==> src/rtl/i2c_master_sequencer_if.sv <==
// rtl/i2c_master_sequencer_if.sv - requester and byte-engine signal bundle for the I2C master sequencer
interface i2c_master_sequencer_if #(
    parameter int NREQ  = 2,
    parameter int LEN_W = 4
);
    // requester side
    logic [NREQ-1:0]       req;
    logic [NREQ-1:0]       req_rw;
    logic [NREQ*7-1:0]     req_dev;
    logic [NREQ*8-1:0]     req_reg;
    logic [NREQ*LEN_W-1:0] req_len;
    logic [NREQ-1:0]       gnt;
    logic [7:0]            wr_data;
    logic                  wr_ready;
    logic [7:0]            rd_data;
    logic                  rd_valid;
    logic                  busy;
    logic                  done;
    logic                  err;
    // byte engine side
    logic                  eng_go;
    logic [1:0]            eng_cmd;
    logic [7:0]            eng_txd;
    logic                  eng_last;
    logic                  eng_done;
    logic                  eng_ack;
    logic [7:0]            eng_rxd;

    // the sequencer drives the transaction outputs and the engine commands
    modport master (
        input  req, req_rw, req_dev, req_reg, req_len, wr_data,
        input  eng_done, eng_ack, eng_rxd,
        output gnt, wr_ready, rd_data, rd_valid, busy, done, err,
        output eng_go, eng_cmd, eng_txd, eng_last
    );

    // requesters and byte engine as seen from outside the sequencer
    modport slave (
        output req, req_rw, req_dev, req_reg, req_len, wr_data,
        output eng_done, eng_ack, eng_rxd,
        input  gnt, wr_ready, rd_data, rd_valid, busy, done, err,
        input  eng_go, eng_cmd, eng_txd, eng_last
    );
endinterface

==> src/rtl/i2c_master_sequencer.sv <==
// rtl/i2c_master_sequencer.sv - round-robin I2C register-access sequencer in front of a byte engine
module i2c_master_sequencer #(
    parameter int NREQ  = 2,
    parameter int LEN_W = 4
) (
    input  logic                  clk,
    input  logic                  rst_a,
    i2c_master_sequencer_if.master bus
);
    localparam int IW = (NREQ > 1) ? $clog2(NREQ) : 1;

    localparam logic [1:0] C_START = 2'b00;
    localparam logic [1:0] C_WRITE = 2'b01;
    localparam logic [1:0] C_READ  = 2'b10;
    localparam logic [1:0] C_STOP  = 2'b11;

    typedef enum logic [3:0] {
        S_IDLE, S_START, S_DEV_W, S_REG, S_RSTART,
        S_DEV_R, S_RDATA, S_WDATA, S_STOP, S_FIN
    } state_t;

    state_t           r_state;
    logic             r_wait;      // 0: issue phase of the step, 1: waiting for eng_done
    logic [IW-1:0]    r_ptr;
    logic [NREQ-1:0]  r_gnt;
    logic             r_busy;
    logic             r_rw;
    logic [6:0]       r_dev;
    logic [7:0]       r_reg;
    logic [LEN_W-1:0] r_cnt;
    logic             r_go;
    logic [1:0]       r_cmd;
    logic [7:0]       r_txd;
    logic             r_last;
    logic             r_wr_ready;
    logic             r_rd_valid;
    logic [7:0]       r_rd_data;
    logic             r_done;
    logic             r_err;

    logic             w_found;
    logic [IW-1:0]    w_win;
    logic             w_wdata_go;
    logic             w_cnt_one;

    // round-robin search starting one past the last winner
    always_comb begin
        w_found = 1'b0;
        w_win   = '0;
        for (int k = 1; k <= NREQ; k++) begin
            if (!w_found && bus.req[(int'(r_ptr) + k) % NREQ]) begin
                w_found = 1'b1;
                w_win   = IW'((int'(r_ptr) + k) % NREQ);
            end
        end
    end

    // write data is sampled in the very cycle wr_ready is shown, then held in r_txd
    assign w_wdata_go = r_go && (r_state == S_WDATA);
    assign w_cnt_one  = (r_cnt == LEN_W'(1));

    assign bus.gnt      = r_gnt;
    assign bus.busy     = r_busy;
    assign bus.done     = r_done;
    assign bus.err      = r_err;
    assign bus.wr_ready = r_wr_ready;
    assign bus.rd_valid = r_rd_valid;
    assign bus.rd_data  = r_rd_data;
    assign bus.eng_go   = r_go;
    assign bus.eng_cmd  = r_cmd;
    assign bus.eng_txd  = w_wdata_go ? bus.wr_data : r_txd;
    assign bus.eng_last = r_last;

    // transaction FSM: arbitration, command issue/wait and step sequencing
    always_ff @(posedge clk or negedge rst_a) begin
        if (!rst_a) begin
            r_state    <= S_IDLE;
            r_wait     <= 1'b0;
            r_ptr      <= '0;
            r_gnt      <= '0;
            r_busy     <= 1'b0;
            r_rw       <= 1'b0;
            r_dev      <= '0;
            r_reg      <= '0;
            r_cnt      <= '0;
            r_go       <= 1'b0;
            r_cmd      <= C_START;
            r_txd      <= '0;
            r_last     <= 1'b0;
            r_wr_ready <= 1'b0;
            r_rd_valid <= 1'b0;
            r_rd_data  <= '0;
            r_done     <= 1'b0;
            r_err      <= 1'b0;
        end else begin
            r_go       <= 1'b0;
            r_wr_ready <= 1'b0;
            r_rd_valid <= 1'b0;
            r_done     <= 1'b0;
            case (r_state)
                S_IDLE: begin
                    r_wait <= 1'b0;
                    if (w_found) begin
                        r_gnt   <= NREQ'(1) << w_win;
                        r_busy  <= 1'b1;
                        r_ptr   <= w_win;
                        r_rw    <= bus.req_rw[w_win];
                        r_dev   <= bus.req_dev[int'(w_win)*7 +: 7];
                        r_reg   <= bus.req_reg[int'(w_win)*8 +: 8];
                        r_cnt   <= bus.req_len[int'(w_win)*LEN_W +: LEN_W];
                        r_state <= S_START;
                    end
                end
                S_FIN: begin
                    r_gnt   <= '0;
                    r_busy  <= 1'b0;
                    r_err   <= 1'b0;
                    r_state <= S_IDLE;
                end
                default: begin
                    if (!r_wait) begin
                        r_go   <= 1'b1;
                        r_wait <= 1'b1;
                        r_last <= 1'b0;
                        r_txd  <= '0;
                        case (r_state)
                            S_START, S_RSTART: r_cmd <= C_START;
                            S_DEV_W: begin
                                r_cmd <= C_WRITE;
                                r_txd <= {r_dev, 1'b0};
                            end
                            S_REG: begin
                                r_cmd <= C_WRITE;
                                r_txd <= r_reg;
                            end
                            S_DEV_R: begin
                                r_cmd <= C_WRITE;
                                r_txd <= {r_dev, 1'b1};
                            end
                            S_WDATA: begin
                                r_cmd      <= C_WRITE;
                                r_wr_ready <= 1'b1;
                            end
                            S_RDATA: begin
                                r_cmd  <= C_READ;
                                r_last <= w_cnt_one;
                            end
                            default: r_cmd <= C_STOP;
                        endcase
                    end else begin
                        if (w_wdata_go) begin
                            r_txd <= bus.wr_data;
                        end
                        if (bus.eng_done) begin
                            r_wait <= 1'b0;
                            case (r_state)
                                S_START: r_state <= S_DEV_W;
                                S_DEV_W: begin
                                    if (!bus.eng_ack) begin
                                        r_err   <= 1'b1;
                                        r_state <= S_STOP;
                                    end else if (r_cnt == '0) begin
                                        r_state <= S_STOP;
                                    end else begin
                                        r_state <= S_REG;
                                    end
                                end
                                S_REG: begin
                                    if (!bus.eng_ack) begin
                                        r_err   <= 1'b1;
                                        r_state <= S_STOP;
                                    end else begin
                                        r_state <= r_rw ? S_RSTART : S_WDATA;
                                    end
                                end
                                S_RSTART: r_state <= S_DEV_R;
                                S_DEV_R: begin
                                    if (!bus.eng_ack) begin
                                        r_err   <= 1'b1;
                                        r_state <= S_STOP;
                                    end else begin
                                        r_state <= S_RDATA;
                                    end
                                end
                                S_RDATA: begin
                                    r_rd_valid <= 1'b1;
                                    r_rd_data  <= bus.eng_rxd;
                                    if (r_cnt != '0) begin
                                        r_cnt <= r_cnt - LEN_W'(1);
                                    end
                                    r_state <= w_cnt_one ? S_STOP : S_RDATA;
                                end
                                S_WDATA: begin
                                    if (!bus.eng_ack) begin
                                        r_err   <= 1'b1;
                                        r_state <= S_STOP;
                                    end else begin
                                        if (r_cnt != '0) begin
                                            r_cnt <= r_cnt - LEN_W'(1);
                                        end
                                        r_state <= w_cnt_one ? S_STOP : S_WDATA;
                                    end
                                end
                                default: begin
                                    r_done  <= 1'b1;
                                    r_state <= S_FIN;
                                end
                            endcase
                        end
                    end
                end
            endcase
        end
    end
endmodule

==> src/flat_wrapper.sv <==
// flat-port wrapper written by rule: the top's interface ports become plain ports
module i2c_master_sequencer_flat 
#(
    parameter int NREQ  = 2,
    parameter int LEN_W = 4
)
  (clk, rst_a, bus_req, bus_req_rw, bus_req_dev, bus_req_reg, bus_req_len, bus_wr_data, bus_eng_done, bus_eng_ack, bus_eng_rxd, bus_gnt, bus_wr_ready, bus_rd_data, bus_rd_valid, bus_busy, bus_done, bus_err, bus_eng_go, bus_eng_cmd, bus_eng_txd, bus_eng_last);
  i2c_master_sequencer_if #(.NREQ(NREQ), .LEN_W(LEN_W)) bus_i ();
  input  logic clk;
  input  logic rst_a;
  input wire logic [$bits(bus_i.req)-1:0] bus_req;
  input wire logic [$bits(bus_i.req_rw)-1:0] bus_req_rw;
  input wire logic [$bits(bus_i.req_dev)-1:0] bus_req_dev;
  input wire logic [$bits(bus_i.req_reg)-1:0] bus_req_reg;
  input wire logic [$bits(bus_i.req_len)-1:0] bus_req_len;
  input wire logic [$bits(bus_i.wr_data)-1:0] bus_wr_data;
  input wire logic [$bits(bus_i.eng_done)-1:0] bus_eng_done;
  input wire logic [$bits(bus_i.eng_ack)-1:0] bus_eng_ack;
  input wire logic [$bits(bus_i.eng_rxd)-1:0] bus_eng_rxd;
  output wire logic [$bits(bus_i.gnt)-1:0] bus_gnt;
  output wire logic [$bits(bus_i.wr_ready)-1:0] bus_wr_ready;
  output wire logic [$bits(bus_i.rd_data)-1:0] bus_rd_data;
  output wire logic [$bits(bus_i.rd_valid)-1:0] bus_rd_valid;
  output wire logic [$bits(bus_i.busy)-1:0] bus_busy;
  output wire logic [$bits(bus_i.done)-1:0] bus_done;
  output wire logic [$bits(bus_i.err)-1:0] bus_err;
  output wire logic [$bits(bus_i.eng_go)-1:0] bus_eng_go;
  output wire logic [$bits(bus_i.eng_cmd)-1:0] bus_eng_cmd;
  output wire logic [$bits(bus_i.eng_txd)-1:0] bus_eng_txd;
  output wire logic [$bits(bus_i.eng_last)-1:0] bus_eng_last;
  assign bus_i.req = bus_req;
  assign bus_i.req_rw = bus_req_rw;
  assign bus_i.req_dev = bus_req_dev;
  assign bus_i.req_reg = bus_req_reg;
  assign bus_i.req_len = bus_req_len;
  assign bus_i.wr_data = bus_wr_data;
  assign bus_i.eng_done = bus_eng_done;
  assign bus_i.eng_ack = bus_eng_ack;
  assign bus_i.eng_rxd = bus_eng_rxd;
  assign bus_gnt = bus_i.gnt;
  assign bus_wr_ready = bus_i.wr_ready;
  assign bus_rd_data = bus_i.rd_data;
  assign bus_rd_valid = bus_i.rd_valid;
  assign bus_busy = bus_i.busy;
  assign bus_done = bus_i.done;
  assign bus_err = bus_i.err;
  assign bus_eng_go = bus_i.eng_go;
  assign bus_eng_cmd = bus_i.eng_cmd;
  assign bus_eng_txd = bus_i.eng_txd;
  assign bus_eng_last = bus_i.eng_last;
  i2c_master_sequencer #(.NREQ(NREQ), .LEN_W(LEN_W)) u_core (.clk(clk), .rst_a(rst_a), .bus(bus_i));
endmodule
==> config.mk <==
export PLATFORM = sky130hd
export DESIGN_NAME = i2c_master_sequencer_flat
export DESIGN_NICKNAME = d
export VERILOG_FILES = /design/src/rtl/i2c_master_sequencer_if.sv /design/src/rtl/i2c_master_sequencer.sv /design/src/flat_wrapper.sv
export SDC_FILE = /design/constraint.sdc
export NUM_CORES = 1
export LEC_CHECK = 0
export CAP_MARGIN = 20
export CORE_MARGIN = 4
export CORE_UTILIZATION = 47
export CTS_CLUSTER_SIZE = 25
export DETAILED_ROUTE_END_ITERATION = 8
export PLACE_DENSITY = 0.78
export SYNTH_ARGS = -nofsm -noshare
export SYNTH_HDL_FRONTEND = slang
export SYNTH_SLANG_ARGS = --single-unit
==> constraint.sdc <==
create_clock -name clk -period 2.4 [get_ports clk]
set_input_delay 0.36 -clock clk [delete_from_list [all_inputs] [get_ports clk]]
set_output_delay 0.36 -clock clk [all_outputs]
set_load 0.005 [all_outputs]
After elaboration in Yosys (flattened, before gate mapping)

Cells that the tools add are included.

Register bits after elaboration: 53
Output and inout port bits: 27

Add/subtract/negate cells: 3
$mul: 1
Order comparisons: 3
Equality and inequality tests: 12
Shifts and indexed selects: 4
Multiplexer cells: 62
Bitwise operators: 6
Reductions and logical operators: 26

Operator list:

| cell                                                        | number |
|---|---|
| two-way mux 4 bit                                           | 15 |
| two-way mux 1 bit                                           | 33 |
| variable part select 14 x 32 -> 7 bit                       | 1 |
| case mux 4 bit (7 select lines)                             | 1 |
| case mux 4 bit (2 select lines)                             | 3 |
| case mux 8 bit (3 select lines)                             | 1 |
| == test 4 x 3 -> 1 bit (second input constant)              | 4 |
| two-way mux 8 bit                                           | 2 |
| variable part select 16 x 5 -> 8 bit                        | 1 |
| nonzero test 2 bit                                          | 6 |
| nonzero test 3 bit                                          | 3 |
| == test 4 x 1 -> 1 bit (second input constant)              | 2 |
| == test 4 x 2 -> 1 bit (second input constant)              | 2 |
| logical NOT 4 bit                                           | 2 |
| variable part select 8 x 4 -> 4 bit                         | 1 |
| OR reduction 7 bit                                          | 1 |
| less-than comparator 2 x 3 -> 1 bit (second input constant) | 2 |
| case mux 1 bit (2 select lines)                             | 3 |
| case mux 2 bit (3 select lines)                             | 1 |
| AND reduction 2 bit                                         | 3 |
| AND reduction 6 bit                                         | 1 |
| AND reduction 5 bit                                         | 1 |
| == test 4 bit (second input constant)                       | 1 |
| multiplier 1 x 3 -> 4 bit (second input constant)           | 1 |
| other kinds (17)                                            | 26 |

Depth between registers and ports, before layout

Gate-level depths: netlist of run 1.

Depth in word-level cells: 12
Gate-level depth with buffers: 6
Mapped depth without buffers: 6

Worst setup path before layout of run 1

No wires, ideal clock.

Path kind: register to register
Start point: reg u_core.r_cnt[0]
End point: reg u_core.r_cnt[0]
Library setup time: 0.123 ns
Data arrival time: 1.730 ns
Slack: 0.547 ns
Stages on the path, launching flop included: 7
Path through: dfrtp_1 inv_1 ha_1 or3b_2 a41oi_1 nor2_1 o221a_2

Longest elaborated chain between the ends: 7

Ends and longest elaborated chain:

| what                                                                   | line                                                     | RTL |
|---|---|---|
| start: declaration                                                     | i2c_master_sequencer.sv:30                               | `logic [LEN_W-1:0] r_cnt;` |
| start signal: assignment                                               | i2c_master_sequencer.sv:110                              | `r_cnt <= bus.req_len[int'(w_win)*LEN_W +: LEN_W];` |
| start signal: assignment                                               | i2c_master_sequencer.sv:189                              | `r_cnt <= r_cnt - LEN_W'(1);` |
| start signal: assignment                                               | i2c_master_sequencer.sv:199                              | `r_cnt <= r_cnt - LEN_W'(1);` |
| subtractor 4 x 1 -> 4 bit / nonzero test 4 bit (equally long branches) | --                                                       |  |
| two-way mux 4 bit (*)                                                  | i2c_master_sequencer.sv:188, i2c_master_sequencer.sv:198 |  |
| two-way mux 4 bit                                                      | i2c_master_sequencer.sv:194                              | `if (!bus.eng_ack) begin` |
| case mux 4 bit (2 select lines) (*)                                    | i2c_master_sequencer.sv:156                              | `case (r_state)` |
| two-way mux 4 bit (*)                                                  | i2c_master_sequencer.sv:154                              | `if (bus.eng_done) begin` |
| two-way mux 4 bit (*)                                                  | i2c_master_sequencer.sv:121                              | `if (!r_wait) begin` |
| case mux 4 bit (2 select lines) (*)                                    | i2c_master_sequencer.sv:100                              | `case (r_state)` |

Every way passes the cells marked *; elsewhere a longest branch is shown, timed or not. The select of a mux whose other input is x is not followed.
A chain may end at the register's enable or synchronous reset.

Final worst setup path of run 1

Start point: reg u_core.r_state[3]
End point: out bus_eng_txd[1]

Longest elaborated chain between the ends: 3

Ends and longest elaborated chain:

| what                     | line                        | RTL |
|---|---|---|
| start: declaration       | i2c_master_sequencer.sv:22  | `state_t r_state;` |
| start signal: assignment | i2c_master_sequencer.sv:173 | `r_state <= r_rw ? S_RSTART : S_WDATA;` |
| start signal: assignment | i2c_master_sequencer.sv:191 | `r_state <= w_cnt_one ? S_STOP : S_RDATA;` |
| start signal: assignment | i2c_master_sequencer.sv:201 | `r_state <= w_cnt_one ? S_STOP : S_WDATA;` |
| == test 4 x 3 -> 1 bit   | i2c_master_sequencer.sv:59  | `assign w_wdata_go = r_go && (r_state == S_WDATA);` |
| logical AND 1 bit        | i2c_master_sequencer.sv:59  |  |
| two-way mux 8 bit        | --                          |  |
| end: declaration         | flat_wrapper.sv:29          | `output wire logic [$bits(bus_i.eng_txd)-1:0] bus_eng_txd;` |

No other way between the ends.

==> results of run 1 <==
[power by group through the flow]
stage | registers [W] | clock network [W] | logic, W
floorplan | 0.00147 | 0 | 0.00134
global placement | 0.00151 | 0 | 0.00204
detailed placement | 0.00153 | 0 | 0.00209
CTS | 0.00151 | 0.000549 | 0.00210
global route | 0.00157 | 0.000587 | 0.00233
finish | 0.00152 | 0.000540 | 0.00211
[what timing repair did]
item | in CTS | in global routing
setup buffers | 1 | 1
pin swaps | 0 | 0
resized for setup | 3 | 5
hold buffers | 0 | 0
endpoints found under the setup margin | 8 | 6
cloned | 0 | 1
endpoints found under the hold margin | 0 | 0
[synth_stat cells, types with 2 or more instances]
master	n
or3b_2	3
buf_6	3
nand3_1	4
o2111ai_1	2
nand3b_1	3
clkbuf_1	9
o41ai_1	2
a22o_1	6
inv_1	9
a41oi_1	2
nor3_1	8
dfrtp_1	53
buf_2	5
o21ai_1	8
or4_1	2
or3_1	2
a31oi_1	3
a22oi_1	2
nand2_1	27
a2bb2oi_1	2
and3b_1	2
a21o_1	2
ha_1	3
a21oi_1	10
or2_2	2
a221o_1	8
mux2i_1	18
mux2_2	19
nor2b_1	3
nand4_1	3
nor2_1	10
a211oi_1	2
o21ai_0	21
o221a_2	2
[worst max-delay path, cell delays in order (launching register included)]
cell	delay (ps)
dfrtp_1	390
nand2b_4	170
or3_4	380
mux2_2	240
clkdlybuf4s50_1	500
[final timing paths]
check                                           endpoint  slack [ps]  depth (start not counted)
max reg2reg                u_core.r_state[0]$_DFFE_PN0P_         280                          6
min reg2reg                  u_core.r_reg[7]$_DFFE_PN0P_         500                          2
max                                       bus_eng_txd[1]          70                          4
max in group asynchronous  u_core.r_state[0]$_DFFE_PN0P_        1710                          2
min in group clk             u_core.r_reg[7]$_DFFE_PN0P_         500                          2
min                          u_core.r_reg[1]$_DFFE_PN0P_          60                          1
[routing by layer]
metal	up-vias	share of wire
li1	1211	-
met1	1195	0.42
met2	100	0.50
met3	11	0.065
met4	0	0.013
met5	-	0
[per-stage QoR]
stage          std cells  hold WS, ps  power [W]
2_1_floorplan        275         64.4    0.00281
3_3_place_gp         431          430    0.00355
3_5_place_dp         431          432    0.00362
4_1_cts              440         94.4    0.00416
5_1_grt              442          119    0.00449
6_report             442         63.9    0.00418
[cell type report]
class / count / area, um^2 / share of cell area
clock inverter: 2 / 16.3 / 0.00409
multi-input combinational: 195 / 1420 / 0.358
timing repair buffer: 102 / 998 / 0.251
sequential: 53 / 1330 / 0.334
tap: 75 / 93.8 / 0.0236
inverter: 9 / 33.8 / 0.00850
clock buffer: 6 / 82.6 / 0.0208
[cells by family (layout without fill, tap and decap cells)]
kind of cell | after synthesis | in the layout
AOI/OAI and AO/OA | 78 | 78
and+or+nand+nor | 74 | 75
buffers and inverters | 28 | 119
xor gates and xnor gates | 1 | 1
DFF | 53 | 53
muxes | 38 | 38
adders and majority gates | 3 | 3
[placed cells by master, fill, tap and decap left out, types with 2 or more instances in the layout]
cell type        Yosys  final
clkdlybuf4s50_1      0     82
dfrtp_1             53     53
nand2_1             27     26
o21ai_0             21     21
mux2_2              19     19
mux2i_1             18     18
buf_4                1     13
nor2_1              10     10
a21oi_1             10     10
inv_1                9      9
nor3_1               8      8
a221o_1              8      8
o21ai_1              8      7
a22o_1               6      6
clkbuf_8             0      6
nand3_1              4      4
nand3b_1             3      3
or3b_2               3      3
nor2b_1              3      3
nand4_1              3      3
a31oi_1              3      3
ha_1                 3      3
dlymetal6s2s_1       0      3
or3_4                0      2
or2_2                2      2
a211oi_1             2      2
a21o_1               2      2
o41ai_1              2      2
or4_1                2      2
a41oi_1              2      2
a2bb2oi_1            2      2
o221a_2              2      2
o2111ai_1            2      2
a22oi_1              2      2
and3b_1              2      2
dlygate4sd2_1        0      2
==> out/results.txt, run 1 <==
Final setup TNS -> 0 ps
Final core occ -> 0.671
Fmax achieved -> 428 MHz
Final WL -> 7.36 mm
Simple-gate share of the synthesized area -> 0.140
NumNets Final -> 431
Die Ht -> 86.0 um
First-pass GRT wire length -> 11.9 mm
Sequential power share -> 0.364
Crit path required time -> 2040 ps
Number of global-route vias before repair -> 2434
Crit. End Element -> output port
Seq/Total Area, Yosys -> 0.464
Initial Utilization -> 0.483
Combinational fraction of design power -> 0.506
Hold Vio Cnt, Final -> 0
Gpl congestion -> 0.885
Final worst slack -> 65.7 ps
Final period utilization -> 0.973
Worst reg2reg path startpoint -> u_core.r_cnt[0]$_DFFE_PN0P_
Row count -> 28
Port bufs -> 88
CTS Buf Count -> 5
Warnings from Yosys -> 0
Core Area -> 5920 um^2
Router iterations before antenna repair -> 4
ANT cells -> 0
Worst Hold Class -> in -> async
Global route hottest layer -> met2
Ports -> 89
Ys flop type -> dfrtp_1
Post-synthesis adder-cell area fraction -> 0.0131
Seq cells post-synth -> 53
Int Pwr -> 0.00255 W
CTS Sinks -> 53
Top cell type's share of synthesized area -> 0.464
Via Count -> 2517
Post-synthesis async set-or-reset flop share -> 1.00
Worst path arrival time -> 1970 ps
Area contributors post-synth -> dfrtp_1 (46%), mux2_2 (7.5%), mux2i_1 (6.3%)
Synth Area in Compound Gates -> 0.188
CTS tree -> built
Status -> completed
Clock Tree Buf Depth -> 2
Largest family of logic cells by synthesized area -> compound AO/OA/AOI/OAI gates
GRT Overall Usage -> 0.200
Post-synthesis cell count -> 275
Worst skew pair latency -> 310 ps
Post-synthesis mux area share -> 0.143
Sw frac -> 0.390
Pwr/cell area -> 1050 nW/um^2
Unrepaired setup endpoints after global routing -> no
Vias per Instance -> 5.69
Number of flops mapped to enable cells by yosys -> 0
Netlist Area Pre-Place -> 2860 um^2
Final Max Tran Viols -> 0
Final critical-path required period -> 2330 ps
Die W -> 86.0 um
Clock transition at path regs -> 100 ps
CTS H-tree depth -> 2
GR Util met1 -> 0.271
Cell variety after synth -> 49
Skew final -> 9.42 ps
Syn avg cell area -> 10.4 um^2
CP startpoint -> u_core.r_state[3]$_DFFE_PN0P_
Worst-Margin Slew -> 648 ps
Post-synth top area cell -> dfrtp_1
Met2 Use GR -> 0.331
DRC Markers -> 0
Routing usage on met3 -> 0.0346
Post-route ant nets -> 0
Final setup fails -> 0
Area after DPL -> 3830 um^2
Peak supply drop -> 443 uV
Gr ovfl total -> 0
Die area -> 7400 um^2
Synth Net Count -> 340
Synth Area in XOR/XNOR -> 0.00306
Number of antenna violations at the first check in global routing -> 0
Critical path type -> reg -> out
Crit path launch type -> flip-flop
Max cap viols -> 0
WL/cell -> 16.7 um
Pre-CTS setup slack -> 151 ps
Root buffer cell -> clkbuf_8
Finished layout cell area -> 3970 um^2
Max Fanout on Critical Path -> 6
Fillcell total -> 465
Max_slew headroom -> 0.568
Switching power -> 0.00163 W
HPWL after detailed placement -> 5.41 mm
Area delta synth->final -> 38.9%
Largest net degree at the start of global routing -> 37
Share of layout cells above drive strength 1 -> 0.155
Leak -> 1.78 nW
Clock group share of total power -> 0.129
Iter 0 DRT Violations -> 248
Power figures use the tool's default switching activity.
==> inputs of run 2 (changes only) <==
--- a/config.mk
+++ b/config.mk
@@ -5,11 +5,11 @@
 export SDC_FILE = /design/constraint.sdc
 export NUM_CORES = 1
 export LEC_CHECK = 0
-export CAP_MARGIN = 20
 export CORE_MARGIN = 4
 export CORE_UTILIZATION = 47
 export CTS_CLUSTER_SIZE = 25
 export DETAILED_ROUTE_END_ITERATION = 8
+export GPL_TIMING_DRIVEN = 0
 export PLACE_DENSITY = 0.78
 export SYNTH_ARGS = -nofsm -noshare
 export SYNTH_HDL_FRONTEND = slang
==> out/results.txt, run 2 (synthesis results as in run 1) <==
Status -> completed
Crit path launch type -> flip-flop
Initial Utilization -> 0.483
Final core occ -> 0.667
Hold_buf cts -> 0
Area delta synth->final -> 38.2%
Met2 Use GR -> 0.329
First-pass GRT wire length -> 12.1 mm
ANT cells -> 0
Root buffer cell -> clkbuf_8
DRC Markers -> 0
CTS tree -> built
Ports -> 89
Row count -> 28
Pwr/cell area -> 1050 nW/um^2
Most frequent cells in the layout -> clkdlybuf4s50_1 (79), dfrtp_1 (53), nand2_1 (27)
Gr ovfl total -> 0
Hold Vio Cnt, Final -> 0
Die W -> 86.0 um
NumNets Final -> 439
Unrepaired setup endpoints after global routing -> no
Share of layout cells above drive strength 1 -> 0.147
Global route hottest layer -> met2
Final period utilization -> 0.972
Iter 0 DRT Violations -> 235
Final WL -> 7.45 mm
Max Fanout on Critical Path -> 5
Final worst slack -> 66.3 ps
Leak -> 1.73 nW
Pre-CTS setup slack -> -47.0 ps
Most common cell after layout, fill and taps aside -> clkdlybuf4s50_1
GRT Overall Usage -> 0.205
HPWL after detailed placement -> 5.63 mm
GR Util met1 -> 0.286
Peak supply drop -> 557 uV
CTS H-tree depth -> 2
Die Ht -> 86.0 um
Port bufs -> 88
Number of global-route vias before repair -> 2416
Crit path required time -> 2040 ps
Core Area -> 5920 um^2
Post-route ant nets -> 0
Crit. End Element -> output port
Final setup TNS -> 0 ps
Worst hold slack -> 45.4 ps
Max_slew headroom -> 0.290
Routing usage on met3 -> 0.0394
Number of antenna violations at the first check in global routing -> 0
Gpl congestion -> 0.893
Fmax achieved -> 429 MHz
Worst Hold Class -> in -> async
Worst-Margin Slew -> 1060 ps
Worst path arrival time -> 1970 ps
Critical path type -> reg -> out
WL/cell -> 16.6 um
Via Count -> 2479
CTS Sinks -> 53
Final critical-path required period -> 2330 ps
Final Max Tran Viols -> 0
Area of the multi-input gates -> 1400 um^2
Vias per Instance -> 5.52
Fillcell total -> 481
Final setup fails -> 0
Register area -> 1330 um^2
Clock Tree Buf Depth -> 2
Clock transition at path regs -> 90 ps
Skew final -> 3.70 ps
Worst skew pair latency -> 310 ps
CTS Buf Count -> 5
Largest net degree at the start of global routing -> 29
Router iterations before antenna repair -> 5
Die area -> 7400 um^2
Max cap viols -> 0
run 2: changes by cell type in the layout (fill, tap and decap cells not counted), sizes merged:
| cell | delta |
|---|---|
| clkdlybuf4s50 | -3 |
| dlygate4sd2 | -2 |
| dlymetal6s2s | -3 |
| clkdlybuf4s15 | +4 |
| clkbuf | +13 |
| inv | -1 |
| or3 | -1 |
run 2: stage by stage:
stage	instance area (um^2)	std cells	total power, W
floorplan	2860	275	0.00281
global placement	3830	438	0.00357
global route	3950	449	0.00446
detailed placement	3850	439	0.00364
finish	3950	449	0.00414
CTS	3930	446	0.00412
run 2: layer usage:
metal	share of wire	routed length, um
met4	0.013	98
met1	0.44	3290
met3	0.068	506
met2	0.48	3560
met5	0	0
run 2: area by class of cell:
type                       instances  area share
buffer                            19      0.0263
clock inverter                     1     0.00190
inverter                           9     0.00855
sequential                        53       0.336
tap                               75      0.0238
multi-input combinational        194       0.354
clock buffer                       6      0.0209
timing repair buffer              92       0.228
run 2: path summary, 6_finish.rpt:
kind / from / to / slack, ps / cells past startpoint
max: u_core.r_state[3]$_DFFE_PN0P_ / bus_eng_txd[1] / 70 / 6
min: rst_a / u_core.bus.wr_ready$_DFF_PN0_ / 50 / 1
max reg2reg: u_core.r_state[2]$_DFFE_PN0P_ / u_core.r_txd[2]$_DFFE_PN0N_ / 320 / 4
min reg2reg: u_core.r_reg[0]$_DFFE_PN0P_ / u_core.r_reg[0]$_DFFE_PN0P_ / 490 / 2
max in group asynchronous: rst_a / u_core.bus.eng_cmd[0]$_DFFE_PN0P_ / 1810 / 2
min in group clk: u_core.r_reg[0]$_DFFE_PN0P_ / u_core.r_reg[0]$_DFFE_PN0P_ / 490 / 2
run 2: timing repair:
| item | in CTS | in global routing |
|---|---|---|
| gates cloned | 0 | 1 |
| endpoints found under the setup margin | 8 | 8 |
| setup buffers | 0 | 2 |
| gates resized for setup | 8 | 15 |
| pin swaps | 0 | 1 |
run 2: report_power, final:
part           switching (W)  internal [W]  leakage [nW]
logic                0.00109       0.00103          1.01
clock network       0.000287      0.000229        0.0433
registers           0.000248       0.00126         0.674
run 2: worst max-delay path, cell delays in order (launching register included):
cell and delay, ps:
dfrtp_1 380, buf_6 120, nand2b_4 140, or3_4 420
buf_6 150, mux2_2 260, clkdlybuf4s15_1 200
